File: config.mk
export PLATFORM = sky130hd
export DESIGN_NAME = sweep_sequencer
export DESIGN_NICKNAME = d
export VERILOG_FILES = /design/src/rtl/sweep_seq_pkg.sv /design/src/rtl/sweep_turn_detect.sv /design/src/rtl/sweep_sequencer.sv
export SDC_FILE = /design/constraint.sdc
export NUM_CORES = 1
export LEC_CHECK = 0
export CELL_PAD_IN_SITES_DETAIL_PLACEMENT = 0
export CELL_PAD_IN_SITES_GLOBAL_PLACEMENT = 1
export CORE_ASPECT_RATIO = 1.25
export CORE_UTILIZATION = 46
export CTS_BUF_LIST = sky130_fd_sc_hd__clkbuf_8
export DETAILED_ROUTE_END_ITERATION = 8
export GPL_TIMING_DRIVEN = 0
export PLACE_DENSITY = 0.82
export SYNTH_ARGS = -nofsm -noshare
export SYNTH_HDL_FRONTEND = slang
export SYNTH_SLANG_ARGS = --single-unit
export TNS_END_PERCENT = 30
File: constraint.sdc
create_clock -name clk_in -period 3.3 [get_ports clk_in]
set_clock_uncertainty 0.1 [all_clocks]
set_input_delay 0.66 -clock clk_in [delete_from_list [all_inputs] [get_ports clk_in]]
set_output_delay 0.66 -clock clk_in [all_outputs]
set_load 0.02 [all_outputs]
File: src/rtl/sweep_seq_pkg.sv
// Shared types for sweep_sequencer: run state, register map, configuration
// record used by both the shadow and active copies, and its validity check.
package sweep_seq_pkg;

   typedef enum logic {
      ST_IDLE = 1'b0,
      ST_RUN  = 1'b1
   } state_t;

   localparam logic [1:0] ADDR_MIN  = 2'd0;
   localparam logic [1:0] ADDR_MAX  = 2'd1;
   localparam logic [1:0] ADDR_STEP = 2'd2;
   localparam logic [1:0] ADDR_NCYC = 2'd3;

   // Limits are stored as raw 16-bit patterns and interpreted as signed.
   // ncyc is zero-extended from the counter width on write.
   typedef struct packed {
      logic [15:0] minval;
      logic [15:0] maxval;
      logic [31:0] step;
      logic [31:0] ncyc;
   } cfg_t;

   function automatic logic cfg_valid(input cfg_t c);
      return ($signed(c.minval) < $signed(c.maxval)) && (c.step != 32'd0);
   endfunction

endpackage

File: src/rtl/sweep_turn_detect.sv
// Turnaround detector: previous-sample register and the seen_top arming flag;
// emits a combinational bottom-event pulse for the sequencer to register.
module sweep_turn_detect (
   input  logic               clk_in,
   input  logic               rst_n_in,
   input  logic               i_enable,
   input  logic               i_clear,
   input  logic signed [15:0] i_sample,
   input  logic signed [15:0] i_minval,
   input  logic signed [15:0] i_maxval,
   output logic               o_bottom
);

   logic signed [15:0] r_prev;
   logic               r_seen_top;
   logic               w_top;
   logic               w_bottom;

   assign w_top    = i_enable && (i_sample == i_maxval) && (r_prev != i_maxval);
   // A bottom only counts once the top has been reached, so a sweep that
   // starts at 0 with minval = 0 does not produce a spurious trigger.
   assign w_bottom = i_enable && (i_sample == i_minval) && (r_prev != i_minval)
                     && r_seen_top;

   always_ff @(posedge clk_in or negedge rst_n_in) begin
      if (!rst_n_in) begin
         r_prev     <= '0;
         r_seen_top <= 1'b0;
      end else begin
         r_prev <= i_sample;
         if (i_clear)
            r_seen_top <= 1'b0;
         else if (w_top)
            r_seen_top <= 1'b1;
         else if (w_bottom)
            r_seen_top <= 1'b0;
      end
   end

   assign o_bottom = w_bottom;

endmodule

File: src/rtl/sweep_sequencer.sv
// Run controller for one Sweep instance: shadow/active configuration,
// turnaround-aligned updates, period counting, trigger and done pulses.
module sweep_sequencer
   import sweep_seq_pkg::*;
#(
   parameter int CNT_W = 16
) (
   input  logic               clk_in,
   input  logic               rst_n_in,
   input  logic               cfg_we_in,
   input  logic [1:0]         cfg_addr_in,
   input  logic [31:0]        cfg_data_in,
   input  logic               start_in,
   input  logic               stop_in,
   input  logic signed [15:0] sweep_signal_in,
   output logic               sweep_on_out,
   output logic signed [15:0] minval_out,
   output logic signed [15:0] maxval_out,
   output logic [31:0]        stepsize_out,
   output logic               busy_out,
   output logic               trig_out,
   output logic               done_out,
   output logic               err_out,
   output logic [CNT_W-1:0]   cycle_count_out
);

   state_t             r_state, w_state_next;
   cfg_t               r_shadow, w_shadow_next;
   cfg_t               r_active, w_active_next;
   logic               r_pending, w_pending_next;
   logic [CNT_W-1:0]   r_count, w_count_next;
   logic               r_trig, w_trig_next;
   logic               r_done, w_done_next;
   logic               r_err, w_err_next;
   logic               w_run;
   logic               w_bottom;
   logic               w_start_ok;
   logic               w_limit_hit;
   logic [CNT_W-1:0]   w_count_inc;

   assign w_run       = (r_state == ST_RUN);
   assign w_start_ok  = !w_run && start_in && !stop_in && cfg_valid(r_shadow);
   assign w_count_inc = r_count + CNT_W'(1);
   assign w_limit_hit = (r_active.ncyc != 32'd0) && (32'(w_count_inc) == r_active.ncyc);

   sweep_turn_detect u_turn (
      .clk_in   (clk_in),
      .rst_n_in (rst_n_in),
      .i_enable (w_run),
      .i_clear  (w_start_ok),
      .i_sample (sweep_signal_in),
      .i_minval (minval_out),
      .i_maxval (maxval_out),
      .o_bottom (w_bottom)
   );

   always_comb begin
      w_state_next   = r_state;
      w_shadow_next  = r_shadow;
      w_active_next  = r_active;
      w_pending_next = r_pending | cfg_we_in;
      w_count_next   = r_count;
      w_trig_next    = 1'b0;
      w_done_next    = 1'b0;
      w_err_next     = 1'b0;

      if (cfg_we_in) begin
         case (cfg_addr_in)
            ADDR_MIN:  w_shadow_next.minval = cfg_data_in[15:0];
            ADDR_MAX:  w_shadow_next.maxval = cfg_data_in[15:0];
            ADDR_STEP: w_shadow_next.step   = cfg_data_in;
            default:   w_shadow_next.ncyc   = 32'(cfg_data_in[CNT_W-1:0]);
         endcase
      end

      // Copies always take the pre-write shadow; a write landing in the same
      // cycle leaves pending set so it is picked up at the next turnaround.
      unique case (r_state)
         ST_IDLE: begin
            if (start_in && !stop_in) begin
               if (w_start_ok) begin
                  w_active_next  = r_shadow;
                  w_count_next   = '0;
                  w_pending_next = cfg_we_in;
                  w_state_next   = ST_RUN;
               end else begin
                  w_err_next = 1'b1;
               end
            end
         end
         ST_RUN: begin
            if (w_bottom) begin
               w_count_next = w_count_inc;
               w_trig_next  = 1'b1;
               if (!stop_in) begin
                  if (w_limit_hit) begin
                     w_done_next  = 1'b1;
                     w_state_next = ST_IDLE;
                  end else if (r_pending) begin
                     if (cfg_valid(r_shadow))
                        w_active_next = r_shadow;
                     else
                        w_err_next = 1'b1;
                     w_pending_next = cfg_we_in;
                  end
               end
            end
            if (stop_in)
               w_state_next = ST_IDLE;
         end
         default: w_state_next = ST_IDLE;
      endcase
   end

   always_ff @(posedge clk_in or negedge rst_n_in) begin
      if (!rst_n_in) begin
         r_state   <= ST_IDLE;
         r_shadow  <= '0;
         r_active  <= '0;
         r_pending <= 1'b0;
         r_count   <= '0;
         r_trig    <= 1'b0;
         r_done    <= 1'b0;
         r_err     <= 1'b0;
      end else begin
         r_state   <= w_state_next;
         r_shadow  <= w_shadow_next;
         r_active  <= w_active_next;
         r_pending <= w_pending_next;
         r_count   <= w_count_next;
         r_trig    <= w_trig_next;
         r_done    <= w_done_next;
         r_err     <= w_err_next;
      end
   end

   assign sweep_on_out    = w_run;
   assign busy_out        = w_run;
   assign minval_out      = r_active.minval;
   assign maxval_out      = r_active.maxval;
   assign stepsize_out    = r_active.step;
   assign trig_out        = r_trig;
   assign done_out        = r_done;
   assign err_out         = r_err;
   assign cycle_count_out = r_count;

endmodule

# [Word-level counts from Yosys, hierarchy flattened]
# Index checks and enable logic that the tools add are counted.
[word_totals] ff_bits=214 in_bits=55 out_inout_bits=85 elab_cells=101
[classes] addsub=1 order_cmp=1 eq_ne=14 n_mux=42 bitwise_logic=3 reduce_logical=24
[ops] operator="96-bit 2-to-1 mux" n=7
[ops] operator="96-bit case mux with 2 select lines" n=1
[ops] operator="32-bit nonzero test" n=2
[ops] operator="16-bit 2-to-1 mux" n=3
[ops] operator="16-bit == test" n=2
[ops] operator="16-bit by 32-bit == test with 1-bit output" n=1
[ops] operator="16-bit inequality test" n=2
[ops] operator="16-bit case mux with 2 select lines" n=1
[ops] operator="1-bit 2-to-1 mux" n=27
[ops] operator="16-bit by 1-bit adder with 16-bit output, second input constant" n=1
[ops] operator="16-bit less-than comparator" n=1
[ops] operator="1-bit logical AND" n=11
[ops] operator="2-bit by 1-bit inequality test with 1-bit output, second input constant" n=4
[ops] operator="2-bit AND reduction" n=4
[ops] operator="7-bit AND reduction" n=1
[ops] operator="2-bit inequality test, second input constant" n=3
[ops] operator="1-bit case mux with 2 select lines" n=3
[ops] operator="3-bit AND reduction" n=1
[ops] operator="3-bit nonzero test" n=1
[ops] operator="3-bit OR reduction" n=1
[ops] operator="2-bit by 1-bit == test with 1-bit output, second input constant" n=1
[ops] operator="2-bit == test, second input constant" n=1
[ops] operator="1-bit zero test" n=2
[ops] operator="2-bit zero test" n=1
[ops] operator="2 further kinds" n=3

# [Logic depth before layout (Yosys ltp)]
[logic_depth] ltp_word=8 depth_mapped=12 ltp_nobuf=10

# [Cells and area by module]
# A second synthesis with hierarchy kept.
[unflattened] hier_cells=789 hier_area_um2=10261.1
[modules_own_cells] module="sweep_sequencer" instances=1 cells_each=682 area_each_um2=9095.0 seq_area_each_um2=4529.3
[modules_own_cells] module="sweep_turn_detect" instances=1 cells_each=107 area_each_um2=1166.1 seq_area_each_um2=425.4

# [Worst setup path after synthesis]
# OpenSTA, ideal clock, no wires.
[synth_timing] kind="flip-flop to flip-flop" startpoint="reg r_count[0], in the netlist cycle_count_out[0]" endpoint="reg r_active (netlist bit maxval_out[0])" setup_time_ps=125 arrival_time_ps=2587 required_ps=3075 setup_slack_ps=488 path_stages_with_launch=10 path_buffers=1 synth_period_minus_slack_ps=2812 cell_sequence="dfrtp_1 > ha_1 > nand3_1 > or3_1 > a2111oi_2 > nand4_1 > o21ai_2 > a21oi_4 > buf_6 > mux2_4"
[synth_via] elab_chain_cells=5
[synth_rtl] element="start: declaration" line="sweep_sequencer.sv:31" rtl="logic [CNT_W-1:0] r_count, w_count_next;"
[synth_rtl] element="start signal: assignment" line="sweep_sequencer.sv:130" rtl="r_count <= w_count_next;"
[synth_rtl] element="16-bit by 1-bit adder with 16-bit output" line="sweep_sequencer.sv:43" rtl="assign w_count_inc = r_count + CNT_W'(1);"
[synth_rtl] element="16-bit by 32-bit == test with 1-bit output" line="sweep_sequencer.sv:44" rtl="assign w_limit_hit = (r_active.ncyc != 32'd0) && (32'(w_count_inc) == r_active.ncyc);"
[synth_rtl] element="1-bit logical AND" line="sweep_sequencer.sv:44"
[synth_rtl] element="2-bit inequality test (no line)"
[synth_rtl] element="7-bit AND reduction (no line)"
[synth_rtl] element="end signal: assignment" line="sweep_sequencer.sv:128" rtl="r_active <= w_active_next;"
[synth_rtl] element="end: declaration" line="sweep_sequencer.sv:29" rtl="cfg_t r_active, w_active_next;"
# Every way passes these cells.
# A chain may end at the register's enable or synchronous reset.

# [Worst setup path in the final report]
[layout_timing] startpoint="in sweep_signal_in[7]" endpoint="reg r_active[1] in the netlist's numbering"
[layout_via] elab_chain_cells=6
[layout_rtl] element="start: declaration" line="sweep_sequencer.sv:15" rtl="input logic signed [15:0] sweep_signal_in,"
[layout_rtl] element="16-bit == test" line="sweep_turn_detect.sv:22" rtl="assign w_bottom = i_enable && (i_sample == i_minval) && (r_prev != i_minval)"
[layout_rtl] element="1-bit logical AND (2 in series)" line="sweep_turn_detect.sv:22"
[layout_rtl] element="1-bit logical AND" line="sweep_turn_detect.sv:23" rtl="&& r_seen_top;"
[layout_rtl] element="2-bit by 1-bit inequality test with 1-bit output (no line)"
[layout_rtl] element="7-bit AND reduction (no line)"
# Every way passes these cells.

==> results.md <==
- Comb power frac: 0.431
- Final net count: 1002
- CP Launch Type: input pin
- IO Port Bufs: 139
- Reg clk slew, reported paths: 0.10 ns
- Min-Delay Path Class: in -> async
- Required time worst endpoint: 3.56 ns
- Commonest non-fill, non-tap cell in the layout: dfrtp_1
- Core ar.: 0.0210 mm2
- Tmin final: 3.22 ns
- CTS sink count: 198
- Full die area: 0.0222 mm2
- Peak VDD IR: 0.416 mV
- Number of global-route vias before repair: 6377
- Post-synthesis sequential area ratio: 0.498
- DRC: 0
- Largest net degree at the start of global routing: 102
- FP Rows: 59
- Delay of the slowest cell on the worst path: 0.47 ns
- Mean Syn Cell Area: 12.9 um2
- Sum Neg Setup Slack: 0 ns
- Clock network power share: 0.163
- Top cells by area, synth: dfrtp_1 (50%), mux2_4 (12%), mux2_2 (9.1%), buf_4 (5.1%), xor2_1 (3.8%)
- DR iter-0 viols: 338
- Worst slew pin tran: 0.989 ns
- Final worst slack: 0.0819 ns
- Bufs and invs on worst path: 4
- Via/cell ratio: 5.10
- Root Driver: clkbuf_8
- Mapped Nets: 841
- CP Data Arrival Time: 3.48 ns
- CP Cell Sequence: clkdlybuf4s50_1 -> xor2_1 -> nor3_1 -> and4_1 -> clkbuf_1 -> and2b_1 -> a21oi_4 -> buf_12 -> buf_6 -> mux2_4
- Number of antenna violations at the first check in global routing: 1
- DR vias: 6210
- CP Class: in -> reg
- Peak Freq: 311 MHz
- Final cycle utilization of the critical path: 0.975
- First-pass GRT wire length: 36000 um
- CP max-delay cell: clkdlybuf4s50_1
- RSZ-0062 raised after global routing: no
- Setup crit end kind: flop
- Global Route Usage Sum: 0.212
- Layout cells sized above 1: 0.307
- CTS Hold Bufs: 0
- Fin. Hold Viols: 0
- Global route overflow: 0
- Post-synthesis register bit count: 198
- Antenna-violating nets left: 0
- CTS H-tree depth: 4
- Unique masters post-synth: 50
- Power Density: 801 mW/mm2
- Ys flop type: dfrtp_1
- Largest area contributor in the netlist: dfrtp_1
- Switching share of total power: 0.343
- Worst Path Max Fanout: 10
- Asr flop ratio synth: 1.00
- Internal power: 6.41 mW
- Clock latency on the worst-skew pair: 0.48 ns
- Flop pwr share: 0.406
- Post-DP HPWL: 17000 um
- Final Wtd Congestion: 0.827
- Initial Utilization: 0.473
- Final setup violating endpoints: 0
- Status: finished clean
- Gate Count Post-Synth: 770
- Ant. Diodes: 0
- Synthesis Warnings: 0
- Post-Route WL: 22300 um
- Die Span Y: 166 um
- Final Slew Violations: 0
- Max_slew headroom: 0.339
- Synth top area share: 0.498
- Synthesis-to-layout area growth: 22.3%
- Most frequent cells in the layout: dfrtp_1 (197), clkdlybuf4s50_1 (138), mux2_4 (80), mux2_2 (80), buf_4 (68)
- Die X: 134 um
- Clk buf depth: 2
- Place WS: -0.519 ns
- Fillers: 1783
- Max-cap violations: 0
- CTS Buf Count: 17
- Wire per inst: 18.3 um
- Io pins: 140
- Mapped cell area: 0.00995 mm2
- Post-synth EDFFs: 0
- Initial DRT Pass Iterations: 4
- TritonCTS clock tree: built
- CP delay by family, top: buffers and inverters
- Switching Power: 3.34 mW
- Leakage: 5.27 nW
- Layout Utilization: 0.578
logic make-up (layout without fill, tap and decap cells):
logic type | count (synthesis) | in the layout | share of synthesized area
flip-flops | 198 | 198 | 0.498
multiplexers | 160 | 160 | 0.211
AND/OR/NAND/NOR | 133 | 133 | 0.0779
buffers and inverters | 110 | 284 | 0.0736
XOR/XNOR | 85 | 85 | 0.0748
AO/OA/AOI/OAI | 68 | 68 | 0.0441
adder cells (fa/ha/maj) | 16 | 16 | 0.0201
synth_stat cells (4+ instances only):
master and count:
nor3_1 6, dfrtp_1 198, inv_1 19, mux2_4 80
xnor2_1 42, and3_1 4, nand4_1 25, a22o_1 4
buf_2 6, clkbuf_1 9, or3_1 6, nand3_1 9
o31ai_1 6, nand2b_1 4, nor2b_1 5, xor2_1 43
a21oi_1 11, nand2_1 20, ha_1 16, buf_6 8
and2_1 5, nor2_1 8, mux2_2 80, buf_4 67
o21ai_0 28, nor4_1 23
per-stage QoR:
stage / cells / hold WS, ns / instance area (um2) / power (mW)
floorplan: 770 / 0.264 / 9950 / 6.66
global placement: 1183 / 0.384 / 11700 / 8.13
detailed placement: 1184 / 0.388 / 11700 / 8.21
CTS: 1217 / 0.115 / 12100 / 9.84
global route: 1218 / 0.127 / 12200 / 10.3
finish: 1218 / 0.0882 / 12200 / 9.75
routing by layer:
metal | vias up | global-route usage | routed length (um)
met5 | - | 0 | 0
met4 | 0 | 0.0553 | 268
met3 | 18 | 0.0475 | 865
met2 | 117 | 0.349 | 11000
met1 | 3084 | 0.283 | 10200
li1 | 2991 | - | -
timing repair:
action,CTS,global route
gates resized for setup,2,4
endpoints found under the setup margin,89,89
cloned,0,0
pin swaps,1,2
setup buffers,1,1
cell type report:
type	count	area [um2]	area share
clock buffers	17	234	0.0192
well taps	274	343	0.0282
clock inverters	15	170	0.0140
multi-input cells	462	4280	0.352
repair buffers	142	1450	0.119
inverters	19	71.3	0.00586
flip-flops and latches	198	4960	0.407
plain buffers	91	663	0.0545
worst paths after layout:
path,startpoint,to,slack (ns),depth (start not counted)
max reg2reg,cycle_count_out[1],r_active[1],0.23,11
max in group asynchronous,rst_n_in,cycle_count_out[0],2.07,2
min in group clk_in,stepsize_out[4],stepsize_out[4],0.42,1
max,sweep_signal_in[7],r_active[1],0.08,10
min reg2reg,stepsize_out[4],stepsize_out[4],0.42,1
min,rst_n_in,r_shadow[48],0.09,1
registers in the layout, summed over array words and instances, names as in the netlist, 16 cells and up:
register and flops:
minval_out 16, cycle_count_out 16, u_turn.r_prev 16, maxval_out 16, stepsize_out 32, r_active 16
r_shadow 80
power by group through the flow:
| stage | clock network, mW | registers, mW | logic [mW] |
|---|---|---|---|
| finish | 1.59 | 3.96 | 4.20 |
| detailed placement | 0 | 4.00 | 4.21 |
| floorplan | 0 | 3.68 | 2.97 |
| CTS | 1.63 | 3.96 | 4.25 |
| global placement | 0 | 3.99 | 4.14 |
| global route | 1.74 | 4.06 | 4.49 |
Power figures use the tool's default switching activity.
